===== config.mk =====
export PLATFORM = sky130hd
export DESIGN_NAME = id_ex_forward_stage_flat
export DESIGN_NICKNAME = d
export VERILOG_FILES = /design/src/rtl/id_ex_forward_stage_if.sv /design/src/rtl/id_ex_forward_stage.sv /design/src/flat_wrapper.sv
export SDC_FILE = /design/constraint.sdc
export NUM_CORES = 1
export LEC_CHECK = 0
export CAP_MARGIN = 20
export CORE_AREA = 2 2 133 135
export CTS_CLUSTER_SIZE = 8
export DETAILED_ROUTE_END_ITERATION = 12
export DIE_AREA = 0 0 135 137
export HOLD_SLACK_MARGIN = 0.08
export PLACE_DENSITY_LB_ADDON = 0.25
export SLEW_MARGIN = 20
export SYNTH_ARGS = -nofsm -noshare
export SYNTH_HDL_FRONTEND = slang
export SYNTH_SLANG_ARGS = --single-unit

===== constraint.sdc =====
create_clock -name clk -period 1.6 [get_ports clk]
set_clock_uncertainty 0.05 [all_clocks]
set_input_delay 0.32 -clock clk [delete_from_list [all_inputs] [get_ports clk]]
set_output_delay 0.32 -clock clk [all_outputs]
set_load 0.02 [all_outputs]

===== src/rtl/id_ex_forward_stage_if.sv =====
// ---------------------------------------------------------------------------
// id_ex_forward_stage_if
// Bundle between the hazard unit / ID decode side and the ID/EX forwarding
// stage.
//   master : hazard unit + ID side. Drives the selects, stall/flush requests,
//            register file data, forwarding sources and ID control. Observes
//            the EX-side registers and the strobes.
//   slave  : the forwarding stage itself.
// Optional HAZARD_PERF_EN adds perf_stall_cnt/perf_flush_cnt/perf_fwd_cnt.
// ---------------------------------------------------------------------------
interface id_ex_forward_stage_if #(
  parameter int DATA_W = 32,
  parameter int CTRL_W = 16
);
  logic [1:0]        ISA, ISB, ISC;
  logic              stall_pipeline;
  logic              flush_pipeline;
  logic [DATA_W-1:0] RA_data, RB_data, RC_data;
  logic [DATA_W-1:0] EX_result, MEM_result, WB_result;
  logic [CTRL_W-1:0] ctrl_ID;
  logic [3:0]        RW_ID;
  logic              valid_ID;

  logic [DATA_W-1:0] A_EX, B_EX, C_EX;
  logic [CTRL_W-1:0] ctrl_EX;
  logic [3:0]        RW_EX;
  logic              valid_EX;
  logic              pc_ld;
  logic              ifid_ld;
  logic              ifid_clr;
  logic              stall_err;
`ifdef HAZARD_PERF_EN
  logic [31:0]       perf_stall_cnt;
  logic [31:0]       perf_flush_cnt;
  logic [31:0]       perf_fwd_cnt;
`endif

  modport master (
    output ISA, ISB, ISC, stall_pipeline, flush_pipeline,
    output RA_data, RB_data, RC_data, EX_result, MEM_result, WB_result,
    output ctrl_ID, RW_ID, valid_ID,
    input  A_EX, B_EX, C_EX, ctrl_EX, RW_EX, valid_EX,
    input  pc_ld, ifid_ld, ifid_clr, stall_err
`ifdef HAZARD_PERF_EN
    , input perf_stall_cnt, perf_flush_cnt, perf_fwd_cnt
`endif
  );

  modport slave (
    input  ISA, ISB, ISC, stall_pipeline, flush_pipeline,
    input  RA_data, RB_data, RC_data, EX_result, MEM_result, WB_result,
    input  ctrl_ID, RW_ID, valid_ID,
    output A_EX, B_EX, C_EX, ctrl_EX, RW_EX, valid_EX,
    output pc_ld, ifid_ld, ifid_clr, stall_err
`ifdef HAZARD_PERF_EN
    , output perf_stall_cnt, perf_flush_cnt, perf_fwd_cnt
`endif
  );
endinterface


===== src/rtl/id_ex_forward_stage.sv =====
// ---------------------------------------------------------------------------
// id_ex_forward_stage
// Applies the hazard unit's forwarding selects to the three ID operands and
// registers them, with the ID control bundle, into the ID/EX register. It
// also turns stall/flush requests into PC / IF/ID strobes and inserts bubbles.
// Ports:
//   clk   : rising-edge clock
//   reset : synchronous, active-high
//   bus   : id_ex_forward_stage_if.slave. Selects (00=RF 01=EX 10=MEM 11=WB),
//           stall/flush requests, operand sources and ID control in; the
//           registered EX operands/control, pc_ld/ifid_ld/ifid_clr
//           (combinational) and the sticky stall_err out.
// Optional feature macro: HAZARD_PERF_EN (adds three 32-bit perf counters).
// ---------------------------------------------------------------------------
module id_ex_forward_stage #(
  parameter int DATA_W    = 32,
  parameter int CTRL_W    = 16,
  parameter int MAX_STALL = 2
) (
  input  logic                  clk,
  input  logic                  reset,
  id_ex_forward_stage_if.slave  bus
);
  localparam int CNT_W = $clog2(MAX_STALL) + 1;
  localparam logic [CNT_W-1:0] CNT_MAX = '1;
  localparam logic [CNT_W-1:0] ERR_AT  = CNT_W'(MAX_STALL + 1);

  typedef enum logic {RUN, STALL} state_t;

  state_t            state_reg, state_next;
  logic [CNT_W-1:0]  cnt_reg, cnt_next, cnt_base;
  logic              err_reg, err_next;
  logic              pc_ld_c, ifid_ld_c, ifid_clr_c;

  logic [DATA_W-1:0] a_reg, b_reg, c_reg;
  logic [CTRL_W-1:0] ctrl_reg;
  logic [3:0]        rw_reg;
  logic              valid_reg;

  // Per-operand forwarding mux
  logic [1:0]        sel     [3];
  logic [DATA_W-1:0] rf_data [3];
  logic [DATA_W-1:0] fwd     [3];

  assign sel[0]     = bus.ISA;
  assign sel[1]     = bus.ISB;
  assign sel[2]     = bus.ISC;
  assign rf_data[0] = bus.RA_data;
  assign rf_data[1] = bus.RB_data;
  assign rf_data[2] = bus.RC_data;

  genvar gi;
  generate
    for (gi = 0; gi < 3; gi++) begin : g_fwd
      assign fwd[gi] = sel[gi][1] ? (sel[gi][0] ? bus.WB_result : bus.MEM_result)
                                  : (sel[gi][0] ? bus.EX_result : rf_data[gi]);
    end
  endgenerate

  // The stall run count only carries over while already in STALL; a fresh
  // stall starts from zero, so the first stalled cycle counts as 1.
  assign cnt_base = (state_reg == STALL) ? cnt_reg : '0;

  always_comb begin
    state_next = state_reg;
    cnt_next   = '0;
    err_next   = err_reg;
    pc_ld_c    = 1'b1;
    ifid_ld_c  = 1'b1;
    ifid_clr_c = 1'b0;

    case (state_reg)
      RUN:     if (bus.stall_pipeline)  state_next = STALL;
      STALL:   if (!bus.stall_pipeline) state_next = RUN;
      default: state_next = RUN;
    endcase

    if (bus.stall_pipeline) begin
      // Stall has priority: a simultaneous flush is dropped and re-raised
      // later by the hazard unit.
      pc_ld_c   = 1'b0;
      ifid_ld_c = 1'b0;
      cnt_next  = (cnt_base == CNT_MAX) ? cnt_base : cnt_base + 1'b1;
      if (cnt_next >= ERR_AT) err_next = 1'b1;
    end else begin
      ifid_clr_c = bus.flush_pipeline;
    end

    if (reset) begin
      pc_ld_c    = 1'b1;
      ifid_ld_c  = 1'b1;
      ifid_clr_c = 1'b0;
    end
  end

  always_ff @(posedge clk) begin
    if (reset) begin
      state_reg <= RUN;
      cnt_reg   <= '0;
      err_reg   <= 1'b0;
      a_reg     <= '0;
      b_reg     <= '0;
      c_reg     <= '0;
      ctrl_reg  <= '0;
      rw_reg    <= '0;
      valid_reg <= 1'b0;
    end else begin
      state_reg <= state_next;
      cnt_reg   <= cnt_next;
      err_reg   <= err_next;
      if (bus.stall_pipeline) begin
        a_reg     <= '0;
        b_reg     <= '0;
        c_reg     <= '0;
        ctrl_reg  <= '0;
        rw_reg    <= '0;
        valid_reg <= 1'b0;
      end else begin
        a_reg     <= fwd[0];
        b_reg     <= fwd[1];
        c_reg     <= fwd[2];
        ctrl_reg  <= bus.valid_ID ? bus.ctrl_ID : '0;
        rw_reg    <= bus.valid_ID ? bus.RW_ID : 4'd0;
        valid_reg <= bus.valid_ID;
      end
    end
  end

  assign bus.A_EX      = a_reg;
  assign bus.B_EX      = b_reg;
  assign bus.C_EX      = c_reg;
  assign bus.ctrl_EX   = ctrl_reg;
  assign bus.RW_EX     = rw_reg;
  assign bus.valid_EX  = valid_reg;
  assign bus.pc_ld     = pc_ld_c;
  assign bus.ifid_ld   = ifid_ld_c;
  assign bus.ifid_clr  = ifid_clr_c;
  assign bus.stall_err = err_reg;

`ifdef HAZARD_PERF_EN
  logic [31:0] perf_stall_reg, perf_flush_reg, perf_fwd_reg;
  logic        any_fwd;

  assign any_fwd = (|bus.ISA) | (|bus.ISB) | (|bus.ISC);

  always_ff @(posedge clk) begin
    if (reset) begin
      perf_stall_reg <= '0;
      perf_flush_reg <= '0;
      perf_fwd_reg   <= '0;
    end else begin
      if (bus.stall_pipeline) perf_stall_reg <= perf_stall_reg + 32'd1;
      if (!bus.stall_pipeline && bus.flush_pipeline)
        perf_flush_reg <= perf_flush_reg + 32'd1;
      if (!bus.stall_pipeline && bus.valid_ID && any_fwd)
        perf_fwd_reg <= perf_fwd_reg + 32'd1;
    end
  end

  assign bus.perf_stall_cnt = perf_stall_reg;
  assign bus.perf_flush_cnt = perf_flush_reg;
  assign bus.perf_fwd_cnt   = perf_fwd_reg;
`endif
endmodule

===== src/flat_wrapper.sv =====
// flat-port wrapper written by rule: the top's interface ports become plain ports
module id_ex_forward_stage_flat 
#(
  parameter int DATA_W    = 32,
  parameter int CTRL_W    = 16,
  parameter int MAX_STALL = 2
)
  (clk, reset, bus_ISA, bus_ISB, bus_ISC, bus_stall_pipeline, bus_flush_pipeline, bus_RA_data, bus_RB_data, bus_RC_data, bus_EX_result, bus_MEM_result, bus_WB_result, bus_ctrl_ID, bus_RW_ID, bus_valid_ID, bus_A_EX, bus_B_EX, bus_C_EX, bus_ctrl_EX, bus_RW_EX, bus_valid_EX, bus_pc_ld, bus_ifid_ld, bus_ifid_clr, bus_stall_err);
  id_ex_forward_stage_if #(.DATA_W(DATA_W), .CTRL_W(CTRL_W)) bus_i ();
  input  logic clk;
  input  logic reset;
  input wire logic [$bits(bus_i.ISA)-1:0] bus_ISA;
  input wire logic [$bits(bus_i.ISB)-1:0] bus_ISB;
  input wire logic [$bits(bus_i.ISC)-1:0] bus_ISC;
  input wire logic [$bits(bus_i.stall_pipeline)-1:0] bus_stall_pipeline;
  input wire logic [$bits(bus_i.flush_pipeline)-1:0] bus_flush_pipeline;
  input wire logic [$bits(bus_i.RA_data)-1:0] bus_RA_data;
  input wire logic [$bits(bus_i.RB_data)-1:0] bus_RB_data;
  input wire logic [$bits(bus_i.RC_data)-1:0] bus_RC_data;
  input wire logic [$bits(bus_i.EX_result)-1:0] bus_EX_result;
  input wire logic [$bits(bus_i.MEM_result)-1:0] bus_MEM_result;
  input wire logic [$bits(bus_i.WB_result)-1:0] bus_WB_result;
  input wire logic [$bits(bus_i.ctrl_ID)-1:0] bus_ctrl_ID;
  input wire logic [$bits(bus_i.RW_ID)-1:0] bus_RW_ID;
  input wire logic [$bits(bus_i.valid_ID)-1:0] bus_valid_ID;
  output wire logic [$bits(bus_i.A_EX)-1:0] bus_A_EX;
  output wire logic [$bits(bus_i.B_EX)-1:0] bus_B_EX;
  output wire logic [$bits(bus_i.C_EX)-1:0] bus_C_EX;
  output wire logic [$bits(bus_i.ctrl_EX)-1:0] bus_ctrl_EX;
  output wire logic [$bits(bus_i.RW_EX)-1:0] bus_RW_EX;
  output wire logic [$bits(bus_i.valid_EX)-1:0] bus_valid_EX;
  output wire logic [$bits(bus_i.pc_ld)-1:0] bus_pc_ld;
  output wire logic [$bits(bus_i.ifid_ld)-1:0] bus_ifid_ld;
  output wire logic [$bits(bus_i.ifid_clr)-1:0] bus_ifid_clr;
  output wire logic [$bits(bus_i.stall_err)-1:0] bus_stall_err;
  assign bus_i.ISA = bus_ISA;
  assign bus_i.ISB = bus_ISB;
  assign bus_i.ISC = bus_ISC;
  assign bus_i.stall_pipeline = bus_stall_pipeline;
  assign bus_i.flush_pipeline = bus_flush_pipeline;
  assign bus_i.RA_data = bus_RA_data;
  assign bus_i.RB_data = bus_RB_data;
  assign bus_i.RC_data = bus_RC_data;
  assign bus_i.EX_result = bus_EX_result;
  assign bus_i.MEM_result = bus_MEM_result;
  assign bus_i.WB_result = bus_WB_result;
  assign bus_i.ctrl_ID = bus_ctrl_ID;
  assign bus_i.RW_ID = bus_RW_ID;
  assign bus_i.valid_ID = bus_valid_ID;
  assign bus_A_EX = bus_i.A_EX;
  assign bus_B_EX = bus_i.B_EX;
  assign bus_C_EX = bus_i.C_EX;
  assign bus_ctrl_EX = bus_i.ctrl_EX;
  assign bus_RW_EX = bus_i.RW_EX;
  assign bus_valid_EX = bus_i.valid_EX;
  assign bus_pc_ld = bus_i.pc_ld;
  assign bus_ifid_ld = bus_i.ifid_ld;
  assign bus_ifid_clr = bus_i.ifid_clr;
  assign bus_stall_err = bus_i.stall_err;
  id_ex_forward_stage #(.DATA_W(DATA_W), .CTRL_W(CTRL_W), .MAX_STALL(MAX_STALL)) u_core (.clk(clk), .reset(reset), .bus(bus_i));
endmodule

==> results.sh <==
export IMPL_top_level_ports=344
export IMPL_syn_cell_area_sq_mm=0.00565
export IMPL_hold_end="u_core.bus.C_EX[17]"
export IMPL_yosysSeqAreaShare_pct=42.9
export IMPL_synth_top_area_share_pct=42.9
export IMPL_num_rows=48
export IMPL_areaGrowthSynthToFinish_pct=76.2
export IMPL_ff_latch_area_sq_mm=0.00242
export IMPL_finalWirelength_um=23000
export IMPL_synth_area_leaders="dfxtp_1 (43%), mux2i_1 (34%), o22ai_1 (8.0%)"
export IMPL_clock_latency_ns=0.40
export IMPL_cp_start_kind="primary input"
export IMPL_wl_per_cell_um=21.5
export IMPL_critPathArrivalTime_ns=1.19
export IMPL_drc=0
export IMPL_synth_nets=718
export IMPL_syn_area_per_cell_sq_um=11.4
export IMPL_synth_top_family_by_area="multiplexers"
export IMPL_max_slew_margin_pct=78.5
export IMPL_vias_per_cell=5.08
export IMPL_synth_top_cell_by_area="dfxtp_1"
export IMPL_die_w_um=135
export IMPL_antenna_found_initial=1
export IMPL_synth_fa_ha_area_share_pct=0
export IMPL_syn_inst=495
export IMPL_hold_path_class="primary input to flip-flop"
export IMPL_cp_end_kind="output port"
export IMPL_start_util_pct=33.1
export IMPL_vdd_ir_drop_worst_mv=0.728
export IMPL_numCtsBuffers=17
export IMPL_nFillCells=1472
export IMPL_grt_use_total_pct=23.7
export IMPL_synth_compound_area_share_pct=13.6
export IMPL_setup_viol=0
export IMPL_grt_pass1_vias=5874
export IMPL_path_class="primary input to output port"
export IMPL_max_slew_worst_pin_slew_ns=0.323
export IMPL_reg2reg_depth=2
export IMPL_htreeDepth=4
export IMPL_grt_remaining_overflow=0
export IMPL_layout_nets=1056
export IMPL_leakage_nw=4.73
export IMPL_clk_path_buf_depth=2
export IMPL_grt_max_degree=37
export IMPL_core_area_sq_mm=0.0171
export IMPL_required_ns=1.23
export IMPL_cts_sinks=121
export IMPL_cts_tree="built"
export IMPL_path_clk_slew_ns=0.05
export IMPL_hpwl_um=15800
export IMPL_die_y_um=137
export IMPL_p_per_area_mw_per_mm2=907
export IMPL_multi_input_area_sq_mm=0.00293
export IMPL_ys_types=17
export IMPL_ys_warn_count=0
export IMPL_tns_ns=0
export IMPL_drt_first_pass_iters=4
export IMPL_via_count=5442
export IMPL_slew_violations=0
export IMPL_die_area_sq_mm=0.0185
export IMPL_muxShareOfSynthArea_pct=34.0
export IMPL_root_buffer="clkbuf_16"
export IMPL_place_gp_congestion=0.847
export IMPL_crit_fanout=1
export IMPL_io_buffers=343
export IMPL_status="finished clean"
export IMPL_period_share_pct=97.3
export IMPL_min_from="bus_ISC[1]"
export IMPL_reg2reg_from="u_core.cnt_reg[1]"
export IMPL_hold_viol=0
export IMPL_hold_ws_ns=0.341
export IMPL_holdPathStages=3
export IMPL_ys_ff_latch=121
export IMPL_synth_simple_area_share_pct=3.52
export IMPL_maxCapViolCount=0
export IMPL_synthXorXnorAreaFrac_pct=0
export IMPL_rrSetupSlack_ns=0.90
export IMPL_grt_pass1_wl_um=32900
export IMPL_r2r_end="u_core.cnt_reg[1]"
export IMPL_ant_nets=0
export IMPL_fmax_ghz=0.642
export IMPL_drt_initial_drc_count=208
export IMPL_min_period_ns=1.56
export IMPL_final_layout_size_suffix_gt1_share_pct=11.1
[how the worst max path moves through the flow]
stage	from	cells past startpoint	to	slack, ns
global route	bus_flush_pipeline	3	bus_ifid_clr	-0.004
global placement	bus_flush_pipeline	3	bus_ifid_clr	-0.55
floorplan	reset	2	bus_ifid_clr	0.24
CTS	bus_flush_pipeline	3	bus_ifid_clr	-0.16
detailed placement	bus_flush_pipeline	3	bus_ifid_clr	-0.52
finish	bus_flush_pipeline	3	bus_ifid_clr	0.04
[cells by family (layout without fill, tap and decap cells)]
group / Yosys count / in the layout
mux: 192 / 192
flops: 121 / 121
compound gates: 99 / 99
buf+inv: 52 / 402
simple gates: 31 / 31
other cells: 0 / 1
[critical path: stages]
cell and delay, ns:
clkdlybuf4s50_1 0.45, nor3b_2 0.21, buf_2 0.21
[area by class of cell]
cell class              count  area share, %
diodes                      1         0.0251
clock buffers              23           4.90
clock inverters             8           1.18
inverters                   2         0.0754
multi-input cells         322           29.5
flip-flops and latches    121           24.3
well taps                 225           2.83
repair buffers            369           37.2
[per-layer routing]
metal | part of all wire (%) | up-vias | GRT usage, % | routed length (um)
met5 | 0 | - | 0 | 0
met4 | 3.1 | 0 | 10.8 | 707
met3 | 7.5 | 41 | 6.41 | 1730
met2 | 50 | 265 | 41.6 | 11500
met1 | 40 | 2591 | 27.1 | 9090
li1 | - | 2545 | - | -
[per-stage QoR]
stage | power [W] | cells | setup WS, ns | area, sq um | utilization (%)
after floorplan | 0.00411 | 495 | 0.243 | 5650 | -
after global placement | 0.00518 | 1035 | -0.553 | 9340 | 54.8
after detailed placement | 0.00522 | 1035 | -0.516 | 9340 | 54.8
after CTS | 0.00909 | 1068 | -0.156 | 9850 | 57.8
after global routing | 0.00937 | 1071 | -0.00429 | 9950 | 58.3
final | 0.00903 | 1071 | 0.0424 | 9950 | 58.3
[where the power goes]
part           leakage (nW)  internal (W)  switching (W)
Combinational          3.43       0.00102       0.000854
Clock                 0.299       0.00259        0.00135
Sequential            0.992       0.00317      0.0000430
[layout by cell type, fill, tap and decap left out, types with 2 or more instances in the layout]
master and n:
o22ai_2 27, or3b_4 2, inv_1 2, o22ai_1 69, dfxtp_1 121, bufinv_16 3, buf_4 13, clkbuf_16 19
clkinv_2 4, dlymetal6s2s_1 2, buf_16 2, clkbuf_8 4, and2_1 20, a31oi_1 2, dlygate4sd2_1 118, nor2_1 2
buf_6 2, buf_12 12, clkbuf_1 2, mux2i_1 192, clkdlybuf4s50_1 217
[cells in the mapped netlist]
| master | count |
|---|---|
| clkbuf_1 | 5 |
| buf_6 | 13 |
| nand2b_1 | 1 |
| buf_2 | 30 |
| or3b_1 | 3 |
| a31oi_1 | 2 |
| and2_1 | 20 |
| or3_1 | 3 |
| o22ai_2 | 24 |
| o22ai_1 | 72 |
| dfxtp_1 | 121 |
| mux2i_1 | 192 |
| nor2_1 | 2 |
| inv_1 | 2 |
| nor3b_1 | 2 |
| o21ai_0 | 1 |
| buf_4 | 2 |
[timing repair]
item	CTS	global route
pin swaps	0	1
setup endpoints to repair	140	13
cloned	2	2
buffers inserted	0	0
resized for setup	134	13
endpoints found under the hold margin	0	0
hold buffers	0	0
(Power assumes the default switching activity.)
